==> config.mk <==
export PLATFORM = sky130hd
export DESIGN_NAME = fb_scanline_arbiter
export DESIGN_NICKNAME = d
export VERILOG_FILES = /design/src/rtl/vga_fb_pkg.sv /design/src/rtl/fb_read_pipe.sv /design/src/rtl/fb_scanline_arbiter.sv
export SDC_FILE = /design/constraint.sdc
export NUM_CORES = 1
export LEC_CHECK = 0
export ABC_AREA = 1
export CORE_UTILIZATION = 42
export CTS_CLUSTER_DIAMETER = 120
export DETAILED_ROUTE_END_ITERATION = 6
export PLACE_DENSITY_LB_ADDON = 0.05
export RECOVER_POWER = 25
export SYNTH_ARGS = -nofsm -noshare
export SYNTH_HDL_FRONTEND = slang
export SYNTH_HIERARCHICAL = 1
export SYNTH_SLANG_ARGS = --single-unit
==> constraint.sdc <==
create_clock -name clk -period 4.9 [get_ports clk]
set_input_delay 0.98 -clock clk [delete_from_list [all_inputs] [get_ports clk]]
set_output_delay 0.98 -clock clk [all_outputs]
set_load 0.03 [all_outputs]
==> src/rtl/vga_fb_pkg.sv <==
// Shared types and constants for the framebuffer scanline arbiter.
// A line base is line_idx*160, built as (line_idx<<7)+(line_idx<<5).
package vga_fb_pkg;

  typedef enum logic [1:0] {
    IDLE  = 2'd0,
    FETCH = 2'd1,
    DRAIN = 2'd2
  } fb_state_e;

  localparam int WORDS_PER_LINE   = 160;
  localparam int LB_ADDR_W        = 9;
  localparam int WORD_IDX_W       = LB_ADDR_W - 1;
  localparam int FB_LINE_SHIFT_HI = 7;
  localparam int FB_LINE_SHIFT_LO = 5;

endpackage

==> src/rtl/fb_read_pipe.sv <==
// Fixed-latency tracker for outstanding framebuffer reads: carries {valid, word index}
// alongside the memory so the returning data can be steered into the line buffer.
module fb_read_pipe
  import vga_fb_pkg::*;
#(
  parameter int DEPTH = 2,
  parameter int IDX_W = WORD_IDX_W
) (
  input  logic             clk,
  input  logic             rst_n,
  input  logic             i_valid,
  input  logic [IDX_W-1:0] i_idx,
  output logic             o_valid,
  output logic [IDX_W-1:0] o_idx
);

  logic [DEPTH-1:0]            r_valid;
  logic [DEPTH-1:0][IDX_W-1:0] r_idx;

  // Shift the read tags one stage per clock; reset drops every in-flight tag.
  always_ff @(posedge clk or negedge rst_n) begin
    if (!rst_n) begin
      r_valid <= '0;
      r_idx   <= '0;
    end else begin
      r_valid[0] <= i_valid;
      r_idx[0]   <= i_idx;
      for (int i = 1; i < DEPTH; i++) begin
        r_valid[i] <= r_valid[i-1];
        r_idx[i]   <= r_idx[i-1];
      end
    end
  end

  assign o_valid = r_valid[DEPTH-1];
  assign o_idx   = r_idx[DEPTH-1];

endmodule

==> src/rtl/fb_scanline_arbiter.sv <==
// Arbitrates the single-port framebuffer between scanline refill reads (into a
// ping-pong line buffer) and GPU pixel writes, bounding how long a GPU write waits.
module fb_scanline_arbiter
  import vga_fb_pkg::*;
#(
  parameter int ADDR_W         = 17,
  parameter int DATA_W         = 32,
  parameter int WORDS_PER_LINE = vga_fb_pkg::WORDS_PER_LINE,
  parameter int GPU_MAX_WAIT   = 8,
  parameter int MEM_LAT        = 2
) (
  input  logic                 clk,
  input  logic                 resetn,
  input  logic                 line_req,
  input  logic [8:0]           line_idx,
  output logic                 line_done,
  output logic                 overrun,
  output logic                 lb_we,
  output logic [LB_ADDR_W-1:0] lb_addr,
  output logic [DATA_W-1:0]    lb_wdata,
  input  logic                 gpu_wr_valid,
  output logic                 gpu_wr_ready,
  input  logic [ADDR_W-1:0]    gpu_wr_addr,
  input  logic [DATA_W-1:0]    gpu_wr_data,
  output logic                 mem_en,
  output logic                 mem_we,
  output logic [ADDR_W-1:0]    mem_addr,
  output logic [DATA_W-1:0]    mem_wdata,
  input  logic [DATA_W-1:0]    mem_rdata
);

  localparam int IDX_W    = WORD_IDX_W;
  localparam int STARVE_W = (GPU_MAX_WAIT < 1) ? 1 : $clog2(GPU_MAX_WAIT + 1);
  localparam logic [IDX_W-1:0]    LAST_WORD  = IDX_W'(WORDS_PER_LINE - 1);
  localparam logic [STARVE_W-1:0] STARVE_MAX = STARVE_W'(GPU_MAX_WAIT);

  fb_state_e           r_state, w_state_nxt;
  logic [ADDR_W-1:0]   r_base, w_base_nxt;
  logic [IDX_W-1:0]    r_word, w_word_nxt;
  logic [STARVE_W-1:0] r_starve, w_starve_nxt;
  logic                r_bank, w_bank_nxt;
  logic                r_alive;

  logic [ADDR_W-1:0]   w_line_base;
  logic                w_gpu_slot;
  logic                w_rd_issue;
  logic                w_wr_issue;
  logic                w_pipe_valid;
  logic [IDX_W-1:0]    w_pipe_idx;
  logic                w_last_return;

  assign w_line_base = (ADDR_W'(line_idx) << FB_LINE_SHIFT_HI)
                     + (ADDR_W'(line_idx) << FB_LINE_SHIFT_LO);

  // Arbiter state and fetch bookkeeping.
  always_ff @(posedge clk or negedge resetn) begin
    if (!resetn) begin
      r_state  <= IDLE;
      r_base   <= '0;
      r_word   <= '0;
      r_starve <= '0;
      r_bank   <= 1'b0;
    end else begin
      r_state  <= w_state_nxt;
      r_base   <= w_base_nxt;
      r_word   <= w_word_nxt;
      r_starve <= w_starve_nxt;
      r_bank   <= w_bank_nxt;
    end
  end

  // Holds the GPU port closed for the first cycle after reset so all outputs start at 0.
  always_ff @(posedge clk or negedge resetn) begin
    if (!resetn) begin
      r_alive <= 1'b0;
    end else begin
      r_alive <= 1'b1;
    end
  end

  // Next-state, grant and read-issue decisions.
  always_comb begin
    w_state_nxt  = r_state;
    w_base_nxt   = r_base;
    w_word_nxt   = r_word;
    w_starve_nxt = r_starve;
    w_bank_nxt   = r_bank;
    w_gpu_slot   = 1'b0;
    w_rd_issue   = 1'b0;
    gpu_wr_ready = 1'b0;
    case (r_state)
      IDLE: begin
        gpu_wr_ready = r_alive & ~line_req;
        w_starve_nxt = '0;
        if (line_req) begin
          w_base_nxt  = w_line_base;
          w_bank_nxt  = ~r_bank;
          w_word_nxt  = '0;
          w_state_nxt = FETCH;
        end else begin
          w_state_nxt = IDLE;
        end
      end
      FETCH: begin
        w_gpu_slot   = gpu_wr_valid && (r_starve == STARVE_MAX);
        gpu_wr_ready = w_gpu_slot;
        w_rd_issue   = ~w_gpu_slot;
        // Starvation only accumulates while a write is actually waiting.
        if (!gpu_wr_valid || w_gpu_slot) begin
          w_starve_nxt = '0;
        end else if (r_starve != STARVE_MAX) begin
          w_starve_nxt = r_starve + STARVE_W'(1);
        end else begin
          w_starve_nxt = r_starve;
        end
        if (w_rd_issue) begin
          w_word_nxt = r_word + IDX_W'(1);
          if (r_word == LAST_WORD) begin
            w_state_nxt = DRAIN;
          end else begin
            w_state_nxt = FETCH;
          end
        end else begin
          w_state_nxt = FETCH;
        end
      end
      DRAIN: begin
        gpu_wr_ready = 1'b1;
        w_starve_nxt = '0;
        if (w_last_return) begin
          w_state_nxt = IDLE;
        end else begin
          w_state_nxt = DRAIN;
        end
      end
      default: begin
        w_state_nxt  = IDLE;
        w_starve_nxt = '0;
      end
    endcase
  end

  assign w_wr_issue = gpu_wr_valid & gpu_wr_ready;

  fb_read_pipe #(
    .DEPTH (MEM_LAT),
    .IDX_W (IDX_W)
  ) u_read_pipe (
    .clk     (clk),
    .rst_n   (resetn),
    .i_valid (w_rd_issue),
    .i_idx   (r_word),
    .o_valid (w_pipe_valid),
    .o_idx   (w_pipe_idx)
  );

  assign w_last_return = w_pipe_valid && (w_pipe_idx == LAST_WORD);

  // Framebuffer port: a GPU write and a refill read never share a cycle.
  always_comb begin
    mem_en    = w_wr_issue | w_rd_issue;
    mem_we    = w_wr_issue;
    mem_addr  = '0;
    mem_wdata = '0;
    if (w_wr_issue) begin
      mem_addr  = gpu_wr_addr;
      mem_wdata = gpu_wr_data;
    end else if (w_rd_issue) begin
      mem_addr  = r_base + ADDR_W'(r_word);
    end else begin
      mem_addr  = '0;
    end
  end

  // Line-buffer side follows the read pipe output directly.
  always_comb begin
    lb_we     = w_pipe_valid;
    line_done = w_last_return;
    overrun   = line_req && (r_state != IDLE);
    lb_addr   = '0;
    lb_wdata  = '0;
    if (w_pipe_valid) begin
      lb_addr  = {r_bank, w_pipe_idx};
      lb_wdata = mem_rdata;
    end else begin
      lb_addr  = '0;
    end
  end

endmodule

==> metrics <==
overall power=0.853 mW; Post-DP HPWL=8.33 mm; pwr/cell area=161 mW/mm^2; ys async rst share=1.00; IO Pins=190; fraction of layout cells with a size suffix above 1=0.0260; Clk pin slew, worst setup/hold paths=0.08 ns; Post-Layout Cell Count=794; largest family of logic cells by synthesized area=simple AND/OR/NAND/NOR gates; Max clock buf depth=2; vias in the first global route=3366; final setup TNS=0 ns; CP Data Required Time=3.92 ns; Min Clock Period, post-route=4.17 ns; die area=0.00825 sq mm; per-cell routed wire length=12.9 um; Initial Util=0.431; VDD IR max=0.132 mV; Synth Area in XOR/XNOR=0.0238; Mapped Area=0.00331 sq mm; Max Clock Freq=0.240 GHz; gr ovfl total=0; TritonCTS clock tree=yes; clock skew=0.00893 ns; H-tree depth=2; outcome=complete, but fails checks; FP Rows=32; # fillers=669; largest net degree at the start of global routing=47; Die Height=90.8 um; Slew HR=-0.590; first-pass detailed-route iteration total=6; ANT cells=0; Final ANT Viol Nets=0; compound-gate portion of the synthesized area=0.0408; total setup buffers inserted after CTS=0; Die X=90.8 um; WS Path Type=in2out; Slew @ Worst Pin=2.38 ns; WHS=0.351 ns; Total GRT Usage=0.255; leading cell type in the layout, fill and taps excluded=clkdlybuf4s50_1; Synth Flop Type=dfrtp_1; root buf cell=clkbuf_8; Fin. Hold Viols=0; Synthesized Nets=622; CTS Hold Bufs=0; Post-Syn Instances=513; WL final=10.3 mm; mux contribution to synthesized area=0; worst hold-check path type=reg2reg; initial antenna violation count=0; Via density=4.55; failing checks=max-capacitance violations, max-slew violations; DRC Markers=0; post-synthesis adder-cell area fraction=0.0612; Clk Latency, worst-skew pair=0.31 ns; Final setup viols=0; Multi-input gate area=0.00157 sq mm; nets=800; GPL Wtd Cong=0.864; simple-gate share of the synthesized area=0.347; crit path capture type=primary output; Initial DRC Count=150; DP Worst Slack=0.827 ns; # port buffers=189; Synth-to-Final Area Change=59.8%; most frequent cells in the layout=clkdlybuf4s50_1 (187), nand2_1 (171), inv_1 (120), nor2_1 (53), dfrtp_1 (46); Startpoint Class=primary input; core footprint=0.00769 sq mm; global-route wire length before repair=16.6 mm; Seq/Total Area, Yosys=0.347; RSZ-0062 raised after global routing=no; Worst EP arrival=3.19 ns; max cap viols=1; worst setup margin=0.727 ns; Worst Path Max Fanout=33; clk sink count=46; CTS resizes=0; YS warnings=6; Reg area=0.00115 sq mm; Final Cycle Share=0.852; placed cell count=786; Synth Area per Inst=6.46 sq um; #FFs+latches synth=46; Netlist cell types=29; total CTS buffers=5; Slew Limit Fails=47; number of synthesized flops with an enable pin=0; DR vias=3616; Leak=2.97 nW
[cell type report]
class | instances | area share
clock inverter | 2 | 0.00260
inverter | 122 | 0.0865
multi-input combinational | 325 | 0.297
clock buffer | 6 | 0.0137
tap | 102 | 0.0241
sequential | 46 | 0.217
timing repair buffer | 191 | 0.359
[cell families (layout without fill, tap and decap cells)]
kind of cell,Yosys count,after routing
XOR/XNOR,9,9
other,1,1
flip-flops,46,46
adder cells (fa/ha/maj),15,15
AO/OA/AOI/OAI,23,23
AND/OR/NAND/NOR,277,277
buffers and inverters,142,321
[path summary, 6_finish.rpt]
| check | start | endpoint | slack (ns) | cells after the start |
|---|---|---|---|---|
| setup reg to reg | r_state[1]$_DFF_PN0_ | r_word[0]$_DFFE_PN0P_ | 2.96 | 6 |
| setup / recovery | gpu_wr_valid | mem_wdata[8] | 0.73 | 8 |
| min in group asynchronous | resetn | r_base[15]$_DFFE_PN0P_ | 1.39 | 1 |
| hold reg to reg | u_read_pipe/r_valid[0]$_DFF_PN0_ | u_read_pipe/r_valid[1]$_DFF_PN0_ | 0.35 | 0 |
| max in group asynchronous | resetn | u_read_pipe/o_idx[1]$_DFF_PN0_ | 2.15 | 1 |
| hold / removal | u_read_pipe/r_valid[0]$_DFF_PN0_ | u_read_pipe/r_valid[1]$_DFF_PN0_ | 0.35 | 0 |
[stage by stage]
step / utilization / cell area [sq um]
final: 0.689 / 5290
after global routing: 0.689 / 5290
after CTS: 0.689 / 5300
after detailed placement: 0.678 / 5210
after global placement: 0.678 / 5210
after floorplan: - / 3310
[layer usage]
metal,GRT usage,wire length (um)
met5,0,0
met4,0.0688,152
met3,0.0387,472
met2,0.415,4750
met1,0.353,4890
[critical path, cell delays in order]
cell,delay (ns)
dlygate4sd3_1,0.57
nand4_1,0.17
inv_1,0.10
nand2_2,0.07
a21boi_4,0.14
inv_2,0.23
nor2_1,0.21
clkdlybuf4s50_1,0.69
[cells in the mapped netlist (2+ instances only)]
cell      count  area [sq um]
xor2_1        5          43.8
nand3_1      32           160
or2_2         2          12.5
clkbuf_1      6          22.5
ha_1         13           163
xnor2_1       4          35.0
buf_6         3          33.8
fa_1          2          40.0
inv_2         2          7.51
nor2_1       53           199
buf_2         2          10.0
dfrtp_1      46          1150
a21oi_1       8          40.0
buf_4         9          67.6
o21ai_0      12          60.1
nand2_1     171           642
nand3b_1      2          15.0
inv_1       120           450
nand4_1      11          68.8
[power breakdown]
part,switching [mW],internal [mW]
Clock,0.131,0.101
Combinational,0.119,0.124
Sequential,0.0000983,0.380
Total,0.249,0.604
[state kept, by name, summed over array words and instances, names as in the netlist, 2 cells and up]
name / count
r_base: 12
r_word: 8
u_read_pipe/o_idx: 8
u_read_pipe/r_idx: 8
r_starve: 4
r_state: 2
u_read_pipe/r_valid: 2
(Power assumes the default switching activity.)
==> RTL change, RTL diff (same flow settings) <==
Set the package constant `LB_ADDR_W` to 10 (it was 9).
--- a/src/rtl/vga_fb_pkg.sv
+++ b/src/rtl/vga_fb_pkg.sv
@@ -9,7 +9,7 @@
   } fb_state_e;
 
   localparam int WORDS_PER_LINE   = 160;
-  localparam int LB_ADDR_W        = 9;
+  localparam int LB_ADDR_W        = 10;
   localparam int WORD_IDX_W       = LB_ADDR_W - 1;
   localparam int FB_LINE_SHIFT_HI = 7;
   localparam int FB_LINE_SHIFT_LO = 5;
Ports: changed (resized lb_addr); port bits go from 190 to 191. The function was not compared with the original's and may differ.
==> RTL change against the unedited design <==
  * The flow still finishes with violations (capacitance limit, slew limit)
  * Utilization increased by 1.1 points
  * Design area increased by 4.2%
  * Clock power increased by 32%
  * Count of clock-buffer cells in the layout unchanged
  * Clock skew increased by 0.61 ps
  * Synthesized area increased by 5.6%
  * Setup slack got worse by 220 ps
  * Sequential cell count increased by 3
  * Wire length increased by 14%
  * Power increased by 11%
==> RTL change: results (changes against the unedited design) <==
* Status: complete, but fails checks
* Failing checks: capacitance limit, slew limit
* Vias per std cell at 4.756 (+4.4%)
* Routed wire length at 11710 um (+14%)
* DR vias at 3914 (+8.2%)
* WHS Endpoint: u_read_pipe/o_idx[7]
* Slew Limit Fails at 50 (+6.4%)
* Sw Ratio at 26.62% (-2.6 points)
* Slew headroom at -69.42% (-10 points)
* Port buffer count at 190 (+0.53%)
* Post-DP HPWL at 9604 um (+15%)
* Placed Cells incl. Taps at 814 (+3.6%)
* Clock-pin transition on the worst setup and hold timing paths at 90 ps
* RR Endpoint: r_word[3]
* R2R Setup Slk at 2870 ps (-90 ps)
* Slowest Stage Delay on Critical Path at 670 ps (-20 ps)
* Skew final at 9.537 ps (+0.6116 ps)
* Final nets at 829 (+3.6%)
* GP Congestion at 0.8873 (+2.7%)
* Vias in the first global route at 3690 (+9.6%)
* Metal2 WL at 5700 um (+20%)
* Syn_nets at 654 (+5.1%)
* Leak pwr at 2.961 nW (-0.15%)
* Pin count of the biggest net entering global routing at 50 (+6.4%)
* WL met3 at 683 um (+45%)
* Register area share after synthesis at 35.04% (+0.29 points)
* Critical Path AT at 3410 ps (+220 ps)
* Share of cells above drive strength 1 at 2.639% (+0.038 points)
* Maximum vdd drop at 0.0001814 V (+37%)
* Worst hold path startpoint: u_read_pipe/r_idx[7]
* Synth cell count leaders: nand2_1 (176), inv_1 (118), nor2_1 (59)
* Pre-antenna DRT Iters at 5 (-1)
* Post-synthesis cell type count at 30 (+3.4%)
* Met1 Wirelength at 4792 um (-2.1%)
* Initial antenna violation count at 1 (+1)
* CP max FO at 34 (+3.0%)
* Total GRT Usage at 27.40% (+1.9 points)
* Synth Area per Inst at 6.433 sq um (-0.39%)
* Initial DRC count at 256 (+71%)
* First-pass GRT wire length at 18160 um (+9.1%)
* Max-Cap Viols at 1 (unchanged)
* WHS at 355.6 ps (+4.241 ps)
RTL change: cell count changes in the layout (fill, tap and decap cells not counted), moves of 3 or more:
cell | unedited run | this run
xor2_1 | 5 | 2
dfrtp_1 | 46 | 49
nand2_1 | 171 | 176
nand3_1 | 32 | 44
nor2_1 | 53 | 59
RTL change: cell families after synthesis:
group                      after synthesis  synth area share (%)
AOI/OAI and AO/OA                       27                 4.397
xor gates and xnor gates                 6                 1.502
buffers and inverters                  143                 16.95
and+or+nand+nor                        302                 35.86
DFF                                     49                 35.04
adders and majority gates               16                 6.150
other                                    1                0.1072
RTL change: critical path, delay by kind of cell:
kind | cells | cell delay (ps)
AO/OA/AOI/OAI | 1 | 90
buffers and inverters | 4 | 1660
AND/OR/NAND/NOR | 5 | 670
RTL change: through the flow:
| stage | setup WS, ps | instance area, sq um |
|---|---|---|
| final | 506.7 | 5517 |
| after CTS | 591.3 | 5515 |
| after global placement | 731.7 | 5391 |
| after global routing | 335.8 | 5517 |
| after floorplan | 1724 | 3500 |
| after detailed placement | 595.3 | 5391 |
RTL change: cell type report:
class,count,area [sq um]
fill,685,2371
timing repair buffer,191,1903
multi-input combinational,352,1680
sequential,49,1226
inverter,120,452.9
tap,102,127.6
clock buffer,6,82.58
clock inverter,2,41.29
antenna,1,2.502
RTL change: metal layers:
layer / track usage [%] / up-vias
li1: - / 1969
met1: 32.82 / 1748
met2: 48.04 / 165
met3: 4.065 / 32
met4: 13.08 / 0
met5: 0 / -
RTL change: power groups by stage:
stage                     Clock, mW  Combinational (mW)  Sequential [mW]
after detailed placement          0               0.240            0.413
after floorplan                   0               0.100            0.413
final                         0.304               0.240            0.405
after global placement            0               0.237            0.413
after CTS                     0.309               0.241            0.405
after global routing          0.328               0.259            0.405
RTL change: worst max-delay path by stage:
stage | from | to
global route | gpu_wr_valid | mem_addr[13]
global placement | gpu_wr_valid | mem_addr[16]
CTS | gpu_wr_valid | mem_addr[16]
detailed placement | gpu_wr_valid | mem_addr[16]
floorplan | line_req | mem_wdata[22]
finish | gpu_wr_valid | mem_addr[16]
